### src/rtl/adc_acq_if.sv
// Signal bundle between the ADC acquisition block, the external SPI ADC and the
// downstream moving-average filter.
interface adc_acq_if #(
  parameter int unsigned NB_SAMPLE = 8
);
  logic                        i_run;
  logic                        i_miso;
  logic                        o_cs_n;
  logic                        o_sclk;
  logic                        o_mosi;
  logic signed [NB_SAMPLE-1:0] o_ch0;
  logic signed [NB_SAMPLE-1:0] o_ch1;
  logic                        o_enable;

  modport master (
    input  i_run,
    input  i_miso,
    output o_cs_n,
    output o_sclk,
    output o_mosi,
    output o_ch0,
    output o_ch1,
    output o_enable
  );

  modport slave (
    output i_run,
    output i_miso,
    input  o_cs_n,
    input  o_sclk,
    input  o_mosi,
    input  o_ch0,
    input  o_ch1,
    input  o_enable
  );
endinterface

### src/rtl/adc_acq.sv
// Frame-paced two-channel SPI ADC reader: converts ch0 then ch1 each frame and
// publishes both as signed samples with a one-clk enable strobe.
module adc_acq #(
  parameter int unsigned NB_SAMPLE = 8,
  parameter int unsigned NB_ADC    = 10,
  parameter int unsigned FRAME_CNT = 1800,
  parameter int unsigned SCLK_HALF = 4
) (
  input logic        clk,
  input logic        rst,
  adc_acq_if.master  bus
);

  localparam int unsigned FW = $clog2(FRAME_CNT);
  localparam int unsigned TW = $clog2(2 * SCLK_HALF);

  localparam logic [FW-1:0] FrmLast  = FW'(FRAME_CNT - 1);
  localparam logic [TW-1:0] HalfLast = TW'(SCLK_HALF - 1);
  localparam logic [TW-1:0] GapLast  = TW'(2 * SCLK_HALF - 1);
  // Result bits arrive on the last NB_ADC of the 16 SCLK periods, minus the final one.
  localparam logic [3:0]    FirstBit = 4'(15 - NB_ADC);

  if (FRAME_CNT <= 66 * SCLK_HALF + 1) begin : g_frame_check
    $error("adc_acq: FRAME_CNT too small for two conversions");
  end
  if (NB_ADC < NB_SAMPLE || NB_ADC > 14 || SCLK_HALF < 1) begin : g_width_check
    $error("adc_acq: unsupported NB_ADC/NB_SAMPLE/SCLK_HALF combination");
  end

  typedef enum logic [2:0] {StIdle, StConv0, StGap, StConv1, StPublish} state_e;

  state_e                state_q, state_d;
  logic [FW-1:0]         frm_q, frm_d;
  logic [TW-1:0]         tick_q, tick_d;
  logic [3:0]            bit_q, bit_d;
  logic                  sclk_q, sclk_d;
  logic                  cs_n_q, cs_n_d;
  logic                  mosi_q, mosi_d;
  logic [NB_ADC-1:0]     sh_q, sh_d;
  logic [NB_SAMPLE-1:0]  s0_q, s0_d;
  logic [NB_SAMPLE-1:0]  ch0_q, ch0_d;
  logic [NB_SAMPLE-1:0]  ch1_q, ch1_d;
  logic                  en_q, en_d;
  logic                  conv_start, conv_end;
  logic [NB_SAMPLE-1:0]  sample_now;

  // Offset binary to two's complement, truncated to the sample width.
  assign sample_now = {~sh_q[NB_ADC-1], sh_q[NB_ADC-2 -: NB_SAMPLE-1]};

  always_comb begin
    state_d    = state_q;
    frm_d      = (frm_q == FrmLast) ? '0 : frm_q + 1'b1;
    tick_d     = tick_q;
    bit_d      = bit_q;
    sclk_d     = sclk_q;
    cs_n_d     = cs_n_q;
    mosi_d     = mosi_q;
    sh_d       = sh_q;
    s0_d       = s0_q;
    ch0_d      = ch0_q;
    ch1_d      = ch1_q;
    en_d       = 1'b0;
    conv_start = 1'b0;
    conv_end   = 1'b0;

    unique case (state_q)
      StIdle: begin
        if (frm_q == '0 && bus.i_run) begin
          state_d    = StConv0;
          conv_start = 1'b1;
        end
      end
      StConv0, StConv1: begin
        if (tick_q != HalfLast) begin
          tick_d = tick_q + 1'b1;
        end else begin
          tick_d = '0;
          sclk_d = ~sclk_q;
          if (!sclk_q) begin
            if (bit_q >= FirstBit && bit_q <= 4'd14) begin
              sh_d = {sh_q[NB_ADC-2:0], bus.i_miso};
            end
          end else if (bit_q == 4'd15) begin
            conv_end = 1'b1;
          end else begin
            bit_d = bit_q + 4'd1;
            // Command: start, single-ended, channel select, MSB-first.
            case (bit_d)
              4'd1:    mosi_d = 1'b1;
              4'd2:    mosi_d = (state_q == StConv1);
              4'd3:    mosi_d = 1'b1;
              default: mosi_d = 1'b0;
            endcase
          end
        end
      end
      StGap: begin
        if (tick_q == GapLast) begin
          state_d    = StConv1;
          conv_start = 1'b1;
        end else begin
          tick_d = tick_q + 1'b1;
        end
      end
      StPublish: state_d = StIdle;
      default:   state_d = StIdle;
    endcase

    if (conv_start) begin
      tick_d = '0;
      bit_d  = '0;
      sclk_d = 1'b0;
      cs_n_d = 1'b0;
      mosi_d = 1'b1;
      sh_d   = '0;
    end

    if (conv_end) begin
      tick_d = '0;
      cs_n_d = 1'b1;
      mosi_d = 1'b0;
      if (state_q == StConv0) begin
        state_d = StGap;
        s0_d    = sample_now;
      end else begin
        state_d = StPublish;
        ch0_d   = s0_q;
        ch1_d   = sample_now;
        en_d    = 1'b1;
      end
    end
  end

  always_ff @(posedge clk) begin
    if (!rst) begin
      state_q <= StIdle;
      frm_q   <= '0;
      tick_q  <= '0;
      bit_q   <= '0;
      sclk_q  <= 1'b0;
      cs_n_q  <= 1'b1;
      mosi_q  <= 1'b0;
      sh_q    <= '0;
      s0_q    <= '0;
      ch0_q   <= '0;
      ch1_q   <= '0;
      en_q    <= 1'b0;
    end else begin
      state_q <= state_d;
      frm_q   <= frm_d;
      tick_q  <= tick_d;
      bit_q   <= bit_d;
      sclk_q  <= sclk_d;
      cs_n_q  <= cs_n_d;
      mosi_q  <= mosi_d;
      sh_q    <= sh_d;
      s0_q    <= s0_d;
      ch0_q   <= ch0_d;
      ch1_q   <= ch1_d;
      en_q    <= en_d;
    end
  end

  assign bus.o_cs_n   = cs_n_q;
  assign bus.o_sclk   = sclk_q;
  assign bus.o_mosi   = mosi_q;
  assign bus.o_ch0    = ch0_q;
  assign bus.o_ch1    = ch1_q;
  assign bus.o_enable = en_q;

endmodule
### src/flat_wrapper.sv
// flat-port wrapper written by rule: the top's interface ports become plain ports
module adc_acq_flat 
#(
  parameter int unsigned NB_SAMPLE = 8,
  parameter int unsigned NB_ADC    = 10,
  parameter int unsigned FRAME_CNT = 1800,
  parameter int unsigned SCLK_HALF = 4
)
  (clk, rst, bus_i_run, bus_i_miso, bus_o_cs_n, bus_o_sclk, bus_o_mosi, bus_o_ch0, bus_o_ch1, bus_o_enable);
  adc_acq_if #(.NB_SAMPLE(NB_SAMPLE)) bus_i ();
  input logic clk;
  input logic rst;
  input wire logic [$bits(bus_i.i_run)-1:0] bus_i_run;
  input wire logic [$bits(bus_i.i_miso)-1:0] bus_i_miso;
  output wire logic [$bits(bus_i.o_cs_n)-1:0] bus_o_cs_n;
  output wire logic [$bits(bus_i.o_sclk)-1:0] bus_o_sclk;
  output wire logic [$bits(bus_i.o_mosi)-1:0] bus_o_mosi;
  output wire logic [$bits(bus_i.o_ch0)-1:0] bus_o_ch0;
  output wire logic [$bits(bus_i.o_ch1)-1:0] bus_o_ch1;
  output wire logic [$bits(bus_i.o_enable)-1:0] bus_o_enable;
  assign bus_i.i_run = bus_i_run;
  assign bus_i.i_miso = bus_i_miso;
  assign bus_o_cs_n = bus_i.o_cs_n;
  assign bus_o_sclk = bus_i.o_sclk;
  assign bus_o_mosi = bus_i.o_mosi;
  assign bus_o_ch0 = bus_i.o_ch0;
  assign bus_o_ch1 = bus_i.o_ch1;
  assign bus_o_enable = bus_i.o_enable;
  adc_acq #(.NB_SAMPLE(NB_SAMPLE), .NB_ADC(NB_ADC), .FRAME_CNT(FRAME_CNT), .SCLK_HALF(SCLK_HALF)) u_core (.clk(clk), .rst(rst), .bus(bus_i));
endmodule
### config.mk
export PLATFORM = sky130hd
export DESIGN_NAME = adc_acq_flat
export DESIGN_NICKNAME = d
export VERILOG_FILES = /design/src/rtl/adc_acq_if.sv /design/src/rtl/adc_acq.sv /design/src/flat_wrapper.sv
export SDC_FILE = /design/constraint.sdc
export NUM_CORES = 1
export LEC_CHECK = 0
export ABC_AREA = 0
export CORE_MARGIN = 1.5
export CORE_UTILIZATION = 40
export DETAILED_ROUTE_END_ITERATION = 7
export PLACE_DENSITY = 0.67
export SYNTH_ARGS = -nofsm -noshare
export SYNTH_HDL_FRONTEND = slang
export SYNTH_SLANG_ARGS = --single-unit
### constraint.sdc
create_clock -name clk -period 4.5 [get_ports clk]
set_input_delay 1.125 -clock clk [delete_from_list [all_inputs] [get_ports clk]]
set_output_delay 1.125 -clock clk [all_outputs]
set_load 0.1 [all_outputs]
### After elaboration in Yosys (flattened, before gate mapping)

Index checks and enable logic that the tools add are counted.
W data, S select, Z words.

* register bits after elaboration: 59
* output and inout port bits: 20

* $add $sub $neg: 3
* magnitude comparators: 2
* eq/ne operators: 16
* mux-type cells: 22
* bitwise logic cells: 6
* reduce and logical (&&, ||, !) cells: 22

Operator list (number)
* $mux W3: 6
* $mux W1: 12
* $reduce_and A4 Y1: 3
* $add A11 B1 Y11 const B: 1
* $eq A11 B11 Y1 const B: 1
* $logic_not A11 Y1: 1
* $reduce_and A2 Y1: 5
* $reduce_or A2 Y1: 5
* $pmux W3 S3: 1
* $eq A4 B2 Y1 const B: 2
* $eq A3 B2 Y1 const B: 2
* $ne A2 B1 Y1 const B: 3
* $ne A3 B1 Y1 const B: 2
* $not A1 Y1: 6
* $pmux W3 S2: 1
* $reduce_bool A2 Y1: 3
* $add A4 B1 Y4 const B: 1
* $eq A4 B1 Y1 const B: 1
* $eq A4 B4 Y1 const B: 1
* $ge A4 B3 Y1 const B: 1
* $le A4 B4 Y1 const B: 1
* $pmux W1 S2: 2
* $add A3 B1 Y3 const B: 1
* $eq A3 B1 Y1 const B: 1
* 7 further kinds: 8

### Depth between registers and ports, before layout

* depth in word-level cells: 9
* depth in mapped cells: 7
* depth with buffers taken out: 6

### Least setup slack after synthesis

Ideal clock, no wire load.

* kind: input-to-reg
* start: input bus_i_run
* end: register u_core.cs_n_q (netlist: u_core.bus.o_cs_n)
* setup time: 0.133 ns
* arrival: 1.950 ns
* data required time: 4.367 ns
* slack: 2.417 ns
* cell stages on the path: 5
* path buffers: 1
* cell sequence: and4bb_1 -> nand4_1 -> a211oi_1 -> buf_2 -> o221ai_1

* word-level cells in the longest chain between the ends: 3

RTL lines
* from (decl): line flat_wrapper.sv:13 `input wire logic [$bits(bus_i.i_run)-1:0] bus_i_run;`
* $logic_and A1 B1 Y1: line adc_acq.sv:68 `if (frm_q == '0 && bus.i_run) begin`
* $mux W1: line adc_acq.sv:68
* $pmux W1 S2: line adc_acq.sv:66 `unique case (state_q)`
* to (signal assigned): line adc_acq.sv:154 `cs_n_q <= cs_n_d;`
* to (decl): line adc_acq.sv:37 `logic cs_n_q, cs_n_d;`

Every way passes these cells.
A chain may end at the register's enable or synchronous reset.

### Worst setup path after layout

* start: register u_core.sclk_q (netlist: u_core.bus.o_sclk)
* end: output bus_o_sclk

RTL lines
* from (decl): line adc_acq.sv:36 `logic sclk_q, sclk_d;`
* from (signal assigned): line adc_acq.sv:153 `sclk_q <= sclk_d;`
* to (decl): line flat_wrapper.sv:16 `output wire logic [$bits(bus_i.o_sclk)-1:0] bus_o_sclk;`

No word-level cell between the ends.

==> summary.txt <==
Logic synthesis
  • Post-Synth XOR/XNOR Area: 4.17%
  • Mapped Area: 0.00252 sq mm
  • Synthesized-area fraction occupied by adder cells: 3.48%
  • Synthesized instance count: 264
  • Async SR Flop Fraction: 0%
  • Syn_nets: 275
  • Combinational family with the most area after synthesis: simple AND/OR/NAND/NOR gates
  • Compound-cell area share of the yosys netlist: 10.3%
  • Simple-gate area share of the yosys netlist: 21.3%
  • Yosys reg bits: 59
  • Main flop type after synthesis: dfxtp_1
  • Mux contribution to synthesized area: 9.54%
  • YS warnings: 0
  • Distinct cells, synth: 46
  • Seq/Total Area, Yosys: 46.9%
  • Avg Inst Size Synth: 9.54 sq um
  • Post-synth EDFFs: 0

Critical path
  • CP peak stage delay: 1220 ps
  • Worst-path maximum fanout: 10
  • Critical-path cell list: clkdlybuf4s50_1
  • Worst EP required: 3380 ps
  • RR Startpoint: u_core.tick_q[0]$_SDFFE_PP0P_
  • CP startpoint: u_core.bus.o_sclk$_SDFFE_PP0P_
  • Crit Path Class: flop to primary output
  • Crit path max-delay family: buffers and inverters
  • CP arrival: 2120 ps
  • Buf/Inv on CP: 1
  • Worst path slowest cell: clkdlybuf4s50_1
  • Crit. End Element: primary output
  • Worst Setup Start Kind: flop

Route
  • WL met2: 2020 um
  • Vias: 1908
  • Drt via density: 5.23
  • Avg WL per Cell: 13.0 um
  • Post-detailed-route count of antenna-violating nets: 0
  • Drt first pass iters: 6
  • Met1 WL: 2450 um
  • Highest metal used: met4
  • Final wirelength: 4740 um
  • DR WL met3: 194 um
  • Drt initial violations: 68
  • Remaining DRCs: 0

Floorplanning
  • Die Width: 82.4 um
  • Die H: 82.4 um
  • Die area: 0.00678 sq mm
  • Num rows: 28
  • CORE AREA: 0.00599 sq mm
  • Number of placed I/O pins: 24
  • Starting Density: 42.0%

Final layout
  • Synthesis-to-layout area growth: 17.9%
  • Final Non-Filler Cells: 365
  • Share of layout cells above drive strength 1: 7.24%
  • Nets@finish: 296
  • Number of diodes: 0

Timing
  • Slew Viols, Final: 0
  • Final period util: 72.1%
  • Fin Setup TNS: 0 ps
  • FMAX: 308 MHz
  • Unrepaired setup endpoints after global routing: false
  • Endpoints failing hold: 0
  • Clock skew: 8.34 ps
  • # setup viols final: 0
  • Final worst path period need: 3250 ps
  • Least-Margin Pin Slew: 968 ps
  • Worst rel slew slack: 35.2%

Power
  • LEAKAGE: 1.24 nW
  • Power density cells: 353 mW/mm^2
  • Worst VDD drop: 0.207 mV

Run
  • Max-cap violation count: 0

CTS
  • Clock sink count: 59
  • CTS clock-pin slew for the worst setup and hold paths: 70 ps
  • Post-CTS sizing: 0
  • Root Driver: clkbuf_8
  • Clock Latency Late Sink: 340 ps
  • Post-CTS Repair Setup Buffers: 0
  • TritonCTS clock tree: done
  • Maximum clock path buffer count: 2
  • # H-tree levels: 3
  • Post-CTS Hold Buffers: 0
  • Num CTS Buffers: 9

GRT
  • Largest net degree at the start of global routing: 47
  • Number of global-route vias before repair: 1791
  • GRT Total Usage: 16.3%
  • Initial antenna violation count: 0
  • First-pass GRT wire length: 8280 um
  • Final global-route overflow total: 0

Run status
  • Status: complete, no violations

Min path
  • HP Start: u_core.frm_q[0]$_SDFF_PP0_
  • Worst hold path class: flop to flop

Place
  • HPWL after DPL: 3130 um
  • Placed cell count: 349
  • PortBufs: 23
  • Placer congestion estimate: 0.794
==> final timing paths <==
path | end | slack (ps) | cells past startpoint
max | bus_o_sclk | 1250 | 1
min | u_core.frm_q[0]$_SDFF_PP0_ | 450 | 1
max reg2reg | u_core.bus.o_ch1[5]$_SDFFE_PN0P_ | 2100 | 6
min reg2reg | u_core.frm_q[0]$_SDFF_PP0_ | 450 | 1
==> state kept, by name, indices dropped and copies added (netlist names), 3 cells and up <==
signal,count
u_core.sh_q,10
u_core.bus.o_ch1,8
u_core.bit_q,4
u_core.tick_q,3
u_core.s0_q,8
u_core.state_q,3
u_core.bus.o_ch0,8
u_core.frm_q,11
==> per-layer routing <==
| metal | up-vias | global-route usage (%) |
|---|---|---|
| li1 | 985 | - |
| met1 | 886 | 22.0 |
| met2 | 26 | 23.3 |
| met3 | 11 | 5.93 |
| met4 | 0 | 6.61 |
| met5 | - | 0 |
==> layout make-up <==
| cell class | instances | area (sq um) |
|---|---|---|
| clock inverters | 5 | 53.8 |
| multi-input cells | 182 | 1230 |
| flip-flops and latches | 59 | 1180 |
| fillers | 537 | 3020 |
| well taps | 75 | 93.8 |
| clock buffers | 11 | 131 |
| repair buffers | 25 | 245 |
| inverters | 8 | 30.0 |
==> cells by family after synthesis <==
kind of cell | count (synthesis)
AND/OR/NAND/NOR | 100
flip-flops | 59
AO/OA/AOI/OAI | 39
multiplexers | 24
buffers and inverters | 23
XOR/XNOR | 12
adder cells (fa/ha/maj) | 7
==> report_power, final <==
part           leakage [nW]  switching, mW  total [mW]  internal, mW
Clock                0.0971          0.207       0.460         0.254
Sequential            0.476        0.00588       0.534         0.528
Combinational         0.669         0.0356      0.0524        0.0168
Total                  1.24          0.248        1.05         0.799
==> cell usage after synthesis (all sizes together), types with 2 or more instances <==
cell type | count | share of area (%)
a2111oi | 2 | 0.70
a211oi | 11 | 3.3
a21oi | 4 | 0.79
a31oi | 3 | 0.75
and3 | 5 | 1.2
and4 | 2 | 0.70
and4bb | 2 | 0.99
buf | 9 | 2.2
clkbuf | 6 | 0.89
dfxtp | 59 | 47
ha | 7 | 3.5
inv | 8 | 1.2
mux2i | 24 | 9.5
nand2 | 7 | 1.0
nand3 | 17 | 3.4
nand4 | 5 | 1.5
nor2 | 38 | 5.7
nor2b | 2 | 0.50
nor3 | 6 | 1.2
nor3b | 2 | 1.0
nor4 | 3 | 0.75
nor4b | 2 | 0.70
o21ai | 12 | 2.4
or2 | 3 | 0.75
xnor2 | 4 | 1.4
xor2 | 8 | 2.8
==> layout by cell type, fill, tap and decap left out, types with 3 or more instances in the layout <==
cell              n
xor2_1            8
nor3_1            6
nor4_1            3
xnor2_1           4
a211oi_1         10
dfxtp_1          59
a31oi_1           3
clkbuf_8          9
o21ai_1          10
and3_1            5
clkinv_2          3
nand2_1           7
nand4_1           4
a21oi_1           4
nand3_1          17
clkdlybuf4s50_1  23
inv_1             7
mux2i_1          24
ha_1              7
nor2_1           38
==> metrics by stage <==
stage	instance area (sq um)	worst slack [ps]	power (mW)	util, %	hold slack [ps]
after floorplan	2520	2420	0.584	-	426
after global routing	2970	1190	1.09	49.6	492
final	2970	1250	1.05	49.6	454
after global placement	2780	1480	0.598	46.5	441
after CTS	2970	1230	1.06	49.6	463
after detailed placement	2780	1480	0.599	46.5	446
No activity file was read; power rests on OpenSTA's default activity.
